File: config.mk
export PLATFORM = sky130hd
export DESIGN_NAME = scaler_seq
export DESIGN_NICKNAME = d
export VERILOG_FILES = /design/src/rtl/scaler_seq.sv
export SDC_FILE = /design/constraint.sdc
export NUM_CORES = 1
export LEC_CHECK = 0
export ABC_AREA = 1
export CAP_MARGIN = 40
export CORE_ASPECT_RATIO = 0.5
export CORE_UTILIZATION = 24
export DETAILED_ROUTE_END_ITERATION = 16
export PLACE_DENSITY = 0.49
export RECOVER_POWER = 100
export SLEW_MARGIN = 0
export SYNTH_ARGS = -nofsm -noshare
export SYNTH_HDL_FRONTEND = slang
export SYNTH_SLANG_ARGS = --single-unit
File: constraint.sdc
create_clock -name clk -period 5.48 [get_ports clk]
set_clock_uncertainty 0.1 [all_clocks]
set_input_delay 1.37 -clock clk [delete_from_list [all_inputs] [get_ports clk]]
set_output_delay 1.37 -clock clk [all_outputs]
set_load 0.01 [all_outputs]
File: src/rtl/scaler_seq.sv
// -----------------------------------------------------------------------------
// scaler_seq : frame-level sequencer placed in front of the scaler datapath.
//
// It holds the scaler step configuration in shadow registers and applies it
// only at frame boundaries. Pixel enables are gated so that only whole frames
// reach the scaler, and the sequencer can stop after a programmable number of
// frames. It also measures the geometry of incoming frames and flags lines
// whose length differs from the first line of the frame.
//
// Ports
//   clk, rst_n          clock (rising edge) / asynchronous active-low reset
//   cfg_wr_i/adr/dat    register write: 0=ctrl(b0 enable, b1 clear_err),
//                       1=step_x, 2=step_y, 3=frame_limit (0 = unlimited)
//   cfg_pend_o          shadow step update waiting for a frame boundary
//   di_i/de_i/hs_i/vs_i video in (hs/vs high = blanking)
//   do_o/de_o/hs_o/vs_o video out, one cycle later; de_o gated by RUN
//   scl_step_x_o/_y_o   active scaler steps
//   fr_start_o          one-cycle pulse: scaler resets its line state
//   stat_xcnt_o/_ycnt_o width of first line / line count of last frame
//   stat_vld_o          one-cycle pulse when the statistics update
//   err_o               sticky line-length mismatch
//   busy_o / done_o     state is SYNC or RUN / state is DONE
// -----------------------------------------------------------------------------
module scaler_seq #(
  parameter int DATA_WIDTH = 8,
  parameter int STEP_WIDTH = 16,
  parameter int CNT_WIDTH  = 12
) (
  input  logic                  clk,
  input  logic                  rst_n,
  input  logic                  cfg_wr_i,
  input  logic [1:0]            cfg_adr_i,
  input  logic [STEP_WIDTH-1:0] cfg_dat_i,
  output logic                  cfg_pend_o,
  input  logic [DATA_WIDTH-1:0] di_i,
  input  logic                  de_i,
  input  logic                  hs_i,
  input  logic                  vs_i,
  output logic [DATA_WIDTH-1:0] do_o,
  output logic                  de_o,
  output logic                  hs_o,
  output logic                  vs_o,
  output logic [STEP_WIDTH-1:0] scl_step_x_o,
  output logic [STEP_WIDTH-1:0] scl_step_y_o,
  output logic                  fr_start_o,
  output logic [CNT_WIDTH-1:0]  stat_xcnt_o,
  output logic [CNT_WIDTH-1:0]  stat_ycnt_o,
  output logic                  stat_vld_o,
  output logic                  err_o,
  output logic                  busy_o,
  output logic                  done_o
);

  typedef enum logic [1:0] {
    ST_IDLE = 2'd0,
    ST_SYNC = 2'd1,
    ST_RUN  = 2'd2,
    ST_DONE = 2'd3
  } state_e;

  localparam logic [CNT_WIDTH-1:0] CNT_ZERO = {CNT_WIDTH{1'b0}};
  localparam logic [CNT_WIDTH-1:0] CNT_ONE  = {{(CNT_WIDTH-1){1'b0}}, 1'b1};
  localparam logic [CNT_WIDTH-1:0] CNT_MAX  = {CNT_WIDTH{1'b1}};

  // Saturating increment: counters stick at all-ones instead of wrapping.
  function automatic logic [CNT_WIDTH-1:0] sat_inc(input logic [CNT_WIDTH-1:0] v);
    if (v == CNT_MAX) begin
      return v;
    end else begin
      return v + CNT_ONE;
    end
  endfunction

  // ---------------------------------------------------------------------------
  // Declarations
  // ---------------------------------------------------------------------------
  logic                  hs_q, vs_q;
  logic                  line_end, fr_end;
  logic                  enable_q;
  logic [STEP_WIDTH-1:0] shx_q, shy_q, stx_q, sty_q, limit_q;
  logic                  pend_q;
  logic                  wr_step, wr_clr_err;

  state_e                state_q, state_d;
  logic [CNT_WIDTH-1:0]  frame_cnt_q, frame_cnt_d, frame_inc;
  logic                  fr_start_d, busy_d, done_d;

  logic [CNT_WIDTH-1:0]  xcnt_q, xcnt_d, xcnt_now;
  logic [CNT_WIDTH-1:0]  ycnt_q, ycnt_d;
  logic [CNT_WIDTH-1:0]  width_q, width_d;
  logic                  first_pend_q, first_pend_d;  // 1 = first line of frame not seen yet
  logic [CNT_WIDTH-1:0]  stat_x_d, stat_y_d;
  logic                  stat_vld_d, err_set, err_d;

  logic [DATA_WIDTH-1:0] do_q;
  logic                  de_q, hs_out_q, vs_out_q;
  logic                  fr_start_q, busy_q, done_q;
  logic [CNT_WIDTH-1:0]  stat_x_q, stat_y_q;
  logic                  stat_vld_q, err_q;

  assign line_end   = hs_i & ~hs_q;
  assign fr_end     = vs_i & ~vs_q;
  assign wr_step    = cfg_wr_i & ((cfg_adr_i == 2'd1) | (cfg_adr_i == 2'd2));
  assign wr_clr_err = cfg_wr_i & (cfg_adr_i == 2'd0) & cfg_dat_i[1];

  // ---------------------------------------------------------------------------
  // Blanking edge history and configuration / shadow registers.
  // hs_q/vs_q reset high so that a full low-to-high vs transition is required
  // after reset before a frame end is recognised.
  // ---------------------------------------------------------------------------
  always_ff @(posedge clk or negedge rst_n) begin
    if (!rst_n) begin
      hs_q     <= 1'b1;
      vs_q     <= 1'b1;
      enable_q <= 1'b0;
      shx_q    <= {STEP_WIDTH{1'b0}};
      shy_q    <= {STEP_WIDTH{1'b0}};
      stx_q    <= {STEP_WIDTH{1'b0}};
      sty_q    <= {STEP_WIDTH{1'b0}};
      limit_q  <= {STEP_WIDTH{1'b0}};
      pend_q   <= 1'b0;
    end else begin
      hs_q <= hs_i;
      vs_q <= vs_i;
      if (cfg_wr_i) begin
        case (cfg_adr_i)
          2'd0:    enable_q <= cfg_dat_i[0];
          2'd1:    shx_q    <= cfg_dat_i;
          2'd2:    shy_q    <= cfg_dat_i;
          2'd3:    limit_q  <= cfg_dat_i;
          default: enable_q <= enable_q;
        endcase
      end
      // The active step takes the shadow value as it stood before this
      // cycle, so a coincident write waits for the next frame end.
      if (fr_end) begin
        stx_q <= shx_q;
        sty_q <= shy_q;
      end
      if (wr_step) begin
        pend_q <= 1'b1;
      end else if (fr_end) begin
        pend_q <= 1'b0;
      end
    end
  end

  // ---------------------------------------------------------------------------
  // FSM state register and frame counter.
  // ---------------------------------------------------------------------------
  always_ff @(posedge clk or negedge rst_n) begin
    if (!rst_n) begin
      state_q     <= ST_IDLE;
      frame_cnt_q <= CNT_ZERO;
    end else begin
      state_q     <= state_d;
      frame_cnt_q <= frame_cnt_d;
    end
  end

  // FSM next-state logic. RUN only leaves at a frame end, so a frame that
  // has started to pass is never truncated by clearing enable.
  always_comb begin
    state_d     = state_q;
    frame_cnt_d = frame_cnt_q;
    frame_inc   = sat_inc(frame_cnt_q);
    case (state_q)
      ST_IDLE: begin
        if (enable_q) begin
          state_d = ST_SYNC;
        end else begin
          state_d = ST_IDLE;
        end
      end
      ST_SYNC: begin
        if (!enable_q) begin
          state_d = ST_IDLE;
        end else if (fr_end) begin
          state_d     = ST_RUN;
          frame_cnt_d = CNT_ZERO;
        end else begin
          state_d = ST_SYNC;
        end
      end
      ST_RUN: begin
        if (fr_end) begin
          frame_cnt_d = frame_inc;
          if ((limit_q != {STEP_WIDTH{1'b0}}) && (32'(frame_inc) == 32'(limit_q))) begin
            state_d = ST_DONE;
          end else if (!enable_q) begin
            state_d = ST_IDLE;
          end else begin
            state_d = ST_RUN;
          end
        end else begin
          state_d = ST_RUN;
        end
      end
      ST_DONE: begin
        if (!enable_q) begin
          state_d = ST_IDLE;
        end else begin
          state_d = ST_DONE;
        end
      end
      default: begin
        state_d = ST_IDLE;
      end
    endcase
  end

  // FSM outputs, computed from the transition and registered below.
  always_comb begin
    fr_start_d = 1'b0;
    if (fr_end && (state_d == ST_RUN) &&
        ((state_q == ST_SYNC) || (state_q == ST_RUN))) begin
      fr_start_d = 1'b1;
    end else begin
      fr_start_d = 1'b0;
    end
    busy_d = (state_d == ST_SYNC) || (state_d == ST_RUN);
    done_d = (state_d == ST_DONE);
  end

  // ---------------------------------------------------------------------------
  // Geometry measurement. A line end and frame end on the same cycle count
  // the line first, so the latched statistics include it.
  // ---------------------------------------------------------------------------
  always_comb begin
    xcnt_now     = de_i ? sat_inc(xcnt_q) : xcnt_q;
    xcnt_d       = xcnt_q;
    ycnt_d       = ycnt_q;
    width_d      = width_q;
    first_pend_d = first_pend_q;
    stat_x_d     = stat_x_q;
    stat_y_d     = stat_y_q;
    stat_vld_d   = 1'b0;
    err_set      = 1'b0;
    if (state_q == ST_IDLE) begin
      xcnt_d       = CNT_ZERO;
      ycnt_d       = CNT_ZERO;
      first_pend_d = 1'b1;
    end else begin
      if (line_end && (xcnt_now != CNT_ZERO)) begin
        if (first_pend_q) begin
          width_d      = xcnt_now;
          first_pend_d = 1'b0;
        end else if (xcnt_now != width_q) begin
          err_set = 1'b1;
        end else begin
          err_set = 1'b0;
        end
        ycnt_d = sat_inc(ycnt_q);
        xcnt_d = CNT_ZERO;
      end else if (line_end) begin
        xcnt_d = CNT_ZERO;
      end else begin
        xcnt_d = xcnt_now;
      end
      if (fr_end) begin
        stat_x_d     = width_d;
        stat_y_d     = ycnt_d;
        stat_vld_d   = 1'b1;
        xcnt_d       = CNT_ZERO;
        ycnt_d       = CNT_ZERO;
        first_pend_d = 1'b1;
      end else begin
        stat_vld_d = 1'b0;
      end
    end
  end

  // Sticky error: a new mismatch wins over a simultaneous clear.
  always_comb begin
    if (err_set) begin
      err_d = 1'b1;
    end else if (wr_clr_err) begin
      err_d = 1'b0;
    end else begin
      err_d = err_q;
    end
  end

  // Geometry counters.
  always_ff @(posedge clk or negedge rst_n) begin
    if (!rst_n) begin
      xcnt_q       <= CNT_ZERO;
      ycnt_q       <= CNT_ZERO;
      width_q      <= CNT_ZERO;
      first_pend_q <= 1'b1;
    end else begin
      xcnt_q       <= xcnt_d;
      ycnt_q       <= ycnt_d;
      width_q      <= width_d;
      first_pend_q <= first_pend_d;
    end
  end

  // Registered outputs: video passthrough, pulses, status and flags.
  always_ff @(posedge clk or negedge rst_n) begin
    if (!rst_n) begin
      do_q       <= {DATA_WIDTH{1'b0}};
      de_q       <= 1'b0;
      hs_out_q   <= 1'b1;
      vs_out_q   <= 1'b1;
      fr_start_q <= 1'b0;
      busy_q     <= 1'b0;
      done_q     <= 1'b0;
      stat_x_q   <= CNT_ZERO;
      stat_y_q   <= CNT_ZERO;
      stat_vld_q <= 1'b0;
      err_q      <= 1'b0;
    end else begin
      do_q       <= di_i;
      de_q       <= de_i & (state_q == ST_RUN);
      hs_out_q   <= hs_i;
      vs_out_q   <= vs_i;
      fr_start_q <= fr_start_d;
      busy_q     <= busy_d;
      done_q     <= done_d;
      stat_x_q   <= stat_x_d;
      stat_y_q   <= stat_y_d;
      stat_vld_q <= stat_vld_d;
      err_q      <= err_d;
    end
  end

  assign do_o         = do_q;
  assign de_o         = de_q;
  assign hs_o         = hs_out_q;
  assign vs_o         = vs_out_q;
  assign scl_step_x_o = stx_q;
  assign scl_step_y_o = sty_q;
  assign cfg_pend_o   = pend_q;
  assign fr_start_o   = fr_start_q;
  assign stat_xcnt_o  = stat_x_q;
  assign stat_ycnt_o  = stat_y_q;
  assign stat_vld_o   = stat_vld_q;
  assign err_o        = err_q;
  assign busy_o       = busy_q;
  assign done_o       = done_q;

endmodule

==> metrics <==
result of the run finished, violations left; violations in the final reports max-capacitance violations, max-slew violations; cell-by-cell listing of the critical path dlygate4sd3_1, inv_1, nor2_2, buf_4, inv_1, buf_4, o22ai_1, clkbuf_1, nand2_1, o22ai_1; drt pass-1 iters 5; clock sink total 173; Port-buffer cells 104; data arrival at the endpoint of the critical path 4.15 ns; worst setup path endpoint frame_cnt_q[7]; Crit Reg-Reg Startpoint frame_cnt_q[0]; Setup Crit Path Kind input port to flop; overall routing resource usage 13.0%; antenna cells 0; violation count after the first detailed-routing iteration 520; effective utilization at floorplan 24.9%; leakage dissipation 5.28 nW; RSZ-0062 raised after global routing no; summed area of non-filler cells in the final layout 0.0105 mm2; buffers from clock root to sink, at most 2; cts bufs inserted 17; Die Height 134 um; Worst Reg2Reg Path Length in Cells 15; Clk Latency, worst-skew pair 0.43 ns; power density of the placed cells 391 mW/mm2; slack of the worst reg-to-reg path 2.10 ns; Max Transition Viols Final 49; vias in the first global route 7173; H-tree Lvls 4; Critical path origin vs_i; hold buffers post-CTS 0; sequential cell fraction of total power 42.9%; Avg WL per Cell 13.3 um; GRT overflow 0; count of unresolved DRC violations after routing 0; Total Negative Setup Slacks 0 ns; vias after detailed routing 7083; post-detail-place hpwl 15800 um; Layout Utilization 31.3%; die outline width 266 um; IO Count 105; startpoint type of the worst setup path input port; clock input transition at the sequential cells of the worst setup and hold paths 0.07 ns; VDD IR-drop max 0.000213 V; synth-to-layout area growth 26.0%; synthesized netlist net count 1119; number of antenna violations at the first check in global routing 0; Period Utilization, post-route 71.4%; number of buffers inserted by post-CTS setup repair 0; switching power summed over all nets 1.38 mW; relative max-transition margin -86.6%; Post-Syn Area per Cell 7.78 um2; wire length of the first global-routing pass 37300 um; post-synthesis instance area 0.00836 mm2; placer's final routability congestion estimate 0.824; largest area contributor in the netlist sky130_fd_sc_hd__dfrtp_1; Yosys cell types 36; Gates resized, CTS repair 0; number of maximum-capacitance violations 1; Hold Fails Final Rpt 0; Cells after Synth 1074; slew at the pin with the worst max-slew slack 2.80 ns; via count normalized by instance count 4.30; share of final-layout standard cells stronger than drive strength 1 5.32%; Row Count 47; sw frac 33.6%; fin nets 1216; number of nets with antenna violations after routing 0; total core area 0.0336 mm2; sort of element at the end of the critical path flop; clock root buffer master sky130_fd_sc_hd__clkbuf_16; logic gate share of total power 26.1%; Area contributors post-synth sky130_fd_sc_hd__dfrtp_1, sky130_fd_sc_hd__nand2_1, sky130_fd_sc_hd__nand3_1; min-delay worst type flop to flop; time the final worst path needs with I/O delays and setup 3.91 ns; Internal 2.73 mW; # setup viols final 0; Max stage delay cell, worst path sky130_fd_sc_hd__clkbuf_1; fraction of the yosys area taken by sequential cells 51.8%; number of synthesis warnings 0; peak fanout along the critical path 38; Max Fclk 0.256 GHz; Req. time, crit path 5.71 ns; destination of the worst register-to-register timing path fr_start_o; number of flip-flops and latches in the synthesized netlist 173; slowest cell delay on critical path 0.67 ns; floorplan die area 0.0356 mm2; largest net degree at the start of global routing 71; total wirelength of the detailed-routed design 22000 um; fraction of power consumed by the clock network 31.1%; CTS tree done; portion of synthesized cell area occupied by the leading cell type 50.9%; dpl cell area 0.00999 mm2
[final cells by class]
class | count | area [um2]
clock buffers | 20 | 457
fillers | 3585 | 23100
flip-flops and latches | 173 | 4330
clock inverters | 12 | 160
well taps | 465 | 582
repair buffers | 117 | 1150
multi-input cells | 773 | 3510
inverters | 89 | 334
[cell usage after synthesis, drive strengths merged]
cell type / count
ha: 13
dfstp: 3
inv: 88
o21ai: 83
clkbuf: 30
a21o: 1
nand3b: 8
nand2: 449
buf: 9
nand4: 14
or2: 6
nor4: 1
nor2: 72
a22o: 1
nand3: 87
dfrtp: 170
xor2: 12
xnor2: 5
nor3: 5
clkinv: 1
a21oi: 12
o22ai: 4
[cell usage in the layout (no fill, tap or decap), types with 2 or more instances in the layout]
| master | synthesis | final |
|---|---|---|
| sky130_fd_sc_hd__a21oi_1 | 12 | 12 |
| sky130_fd_sc_hd__buf_4 | 1 | 5 |
| sky130_fd_sc_hd__bufinv_16 | 0 | 3 |
| sky130_fd_sc_hd__clkbuf_1 | 30 | 7 |
| sky130_fd_sc_hd__clkbuf_16 | 0 | 17 |
| sky130_fd_sc_hd__clkbuf_8 | 0 | 2 |
| sky130_fd_sc_hd__clkdlybuf4s50_1 | 0 | 18 |
| sky130_fd_sc_hd__clkinv_1 | 1 | 2 |
| sky130_fd_sc_hd__clkinv_4 | 0 | 2 |
| sky130_fd_sc_hd__clkinvlp_4 | 0 | 4 |
| sky130_fd_sc_hd__dfrtp_1 | 170 | 170 |
| sky130_fd_sc_hd__dfstp_2 | 3 | 3 |
| sky130_fd_sc_hd__dlygate4sd3_1 | 0 | 85 |
| sky130_fd_sc_hd__ha_1 | 13 | 13 |
| sky130_fd_sc_hd__inv_1 | 87 | 87 |
| sky130_fd_sc_hd__inv_6 | 0 | 2 |
| sky130_fd_sc_hd__nand2_1 | 439 | 444 |
| sky130_fd_sc_hd__nand2_2 | 9 | 4 |
| sky130_fd_sc_hd__nand3_1 | 85 | 85 |
| sky130_fd_sc_hd__nand3b_1 | 8 | 8 |
| sky130_fd_sc_hd__nand4_1 | 12 | 12 |
| sky130_fd_sc_hd__nor2_1 | 66 | 67 |
| sky130_fd_sc_hd__nor2_2 | 5 | 4 |
| sky130_fd_sc_hd__nor3_1 | 5 | 5 |
| sky130_fd_sc_hd__o21ai_0 | 80 | 81 |
| sky130_fd_sc_hd__o22ai_1 | 4 | 4 |
| sky130_fd_sc_hd__or2_2 | 6 | 6 |
| sky130_fd_sc_hd__xnor2_1 | 5 | 5 |
| sky130_fd_sc_hd__xor2_1 | 12 | 12 |
[flip-flops by register name, indices dropped and copies added (netlist names), 16 cells and up]
| register | count |
|---|---|
| limit_q | 16 |
| scl_step_x_o | 16 |
| scl_step_y_o | 16 |
| shx_q | 16 |
| shy_q | 16 |
[stage by stage]
stage               worst slack [ns]  cells  power (mW)  hold slack [ns]
floorplan                       2.51   1074        2.41            0.349
global placement                1.30   1611        2.91            0.359
detailed placement              1.28   1617        2.94            0.359
CTS                             1.73   1649        4.25            0.376
global route                    1.19   1649        4.41            0.394
finish                          1.57   1649        4.12            0.365
[how the worst min path moves through the flow]
stage	startpoint	to	slack [ns]	cells past startpoint
floorplan	shx_q[0]	scl_step_x_o[0]	0.35	2
global placement	scl_step_y_o[3]	scl_step_y_o[3]	0.36	2
detailed placement	scl_step_x_o[10]	scl_step_x_o[10]	0.36	2
CTS	scl_step_x_o[10]	scl_step_x_o[10]	0.38	2
global route	shx_q[14]	scl_step_x_o[14]	0.39	2
finish	scl_step_x_o[10]	scl_step_x_o[10]	0.36	2
[metal layers]
metal  wire length [um]  global-route usage [%]
met1              10200                    16.8
met2              10900                    22.2
met3                606                    2.40
met4                281                    3.99
met5                  0                       0
[critical path, delay by kind of cell]
| family | cells | cell delay (ns) |
|---|---|---|
| simple gates | 2 | 0.32 |
| compound gates | 2 | 0.44 |
| buf+inv | 6 | 1.99 |
[power groups by stage]
stage	logic, mW	clock network (mW)	registers [mW]
6_report	1.07	1.28	1.76
5_1_grt	1.23	1.37	1.80
3_5_place_dp	1.14	0	1.79
4_1_cts	1.15	1.32	1.77
3_3_place_gp	1.12	0	1.79
2_1_floorplan	0.618	0	1.79
[cell families after synthesis]
kind of cell             share of synthesized area [%]
AND/OR/NAND/NOR                                   32.3
buffers and inverters                             5.97
AO/OA/AOI/OAI                                     6.23
XOR/XNOR                                          1.78
adder cells (fa/ha/maj)                           1.95
flip-flops                                        51.8
(Power assumes the default switching activity.)
==> patch (same flow settings) <==
The parameter `CNT_WIDTH` goes from 12 to 14.
--- a/src/rtl/scaler_seq.sv
+++ b/src/rtl/scaler_seq.sv
@@ -26,3 +26,3 @@
   parameter int STEP_WIDTH = 16,
-  parameter int CNT_WIDTH  = 12
+  parameter int CNT_WIDTH  = 14
 ) (
Ports: changed (resized stat_xcnt_o and stat_ycnt_o); port bits go from 105 to 109. The function was not compared with the original's and may differ.
==> patch against the unedited design <==
The run still ends with capacitance limit, slew limit left; worst setup slack worse by 0.41 ns; largest cell class unchanged; sequential cell count rose by 12; synthesized area increased by 10%; maximum frequency shrank 9.6%; final cell count increased by 11%; wire length is 11% higher; total power increased by 5.2%; final area up 8.3%.
==> patch: results <==
synth:
  ys_seq_area_share_pct: 50.3
  synth_common_cells: "nand2_1, dfrtp_1, inv_1"
  synth.top_cells.by_area: "dfrtp_1, nand2_1, nand3_1, o21ai_0, inv_1"
  synthXorXnorAreaFrac_pct: 3.01
  synth-compound-area-share_pct: 6.34
hold_path:
  min_from: "scl_step_y_o[1]"
place:
  post-dp-hpwl_um: 17100
  preCtsSetupSlack_ns: 1.31
  gp_congestion: 0.813
  portBuffers: 108
clock_tree:
  clock_sinks: 185
drt:
  vias: 7713
  dr_wl_met2_um: 11900
  wl_met3_um: 572
  first_iter_violations: 538
  met1_length_um: 11500
final_layout:
  nClkBuffers: 19
  seq_share_pct: 40.6
  fillCellCount: 4081
  final-nonclk-buf-share_pct: 10.3
  multi_input_area_share_pct: 34.6
  multi_input_cells: 851
  signal_buffers: 123
  num-nets-final: 1339
  clockNetworkAreaShare_pct: 5.02
setup_path:
  critPathMaxFanout: 37
  reg2reg_setup_slack_ns: 1.55
  arrival_ns: 4.60
  max_stage_delay_ns: 0.74
  ff2ff_path_depth: 17
  endpoint: "frame_cnt_q[12]"
sta:
  holdWs_ns: 0.370
  maxSlewViolCount: 132
power:
  ir_worst_vdd_v: 0.000234
status:
  run_status: "complete, but fails checks"
  failed_checks: "capacitance limit, slew limit"
grt:
  met3_usage_pct: 2.24
  grt_pass1_vias: 7457
  met1_usage_pct: 16.9
run:
  drv_cap: 2
## patch: changes by cell type after synthesis, moves of 6 or more
cell / before / now
o21ai_0: 80 / 87
nand3_2: 1 / 9
xor2_1: 12 / 23
nand3_1: 85 / 93
nand2_1: 439 / 475
inv_1: 87 / 109
nand3b_1: 8 / 2
dfrtp_1: 170 / 182
nor2_1: 66 / 75
## patch: logic make-up after synthesis
kind of cell / count (synthesis)
DFF: 185
and+or+nand+nor: 696
adders and majority gates: 13
xor gates and xnor gates: 30
buffers and inverters: 159
AOI/OAI and AO/OA: 112
## patch: power by group
group	switching [mW]	internal, mW	total (mW)	leakage [nW]
registers	0.243	1.66	1.90	2.39
clock network	0.608	0.614	1.22	0.276
logic	0.710	0.495	1.20	3.09
## patch: through the flow
stage | instances | cell area [um2] | utilization, %
after floorplan | 1195 | 9220 | -
after global placement | 1792 | 10900 | 28.9
after detailed placement | 1795 | 10900 | 29.0
after CTS | 1827 | 11500 | 30.5
after global routing | 1827 | 11400 | 30.3
final | 1827 | 11400 | 30.3
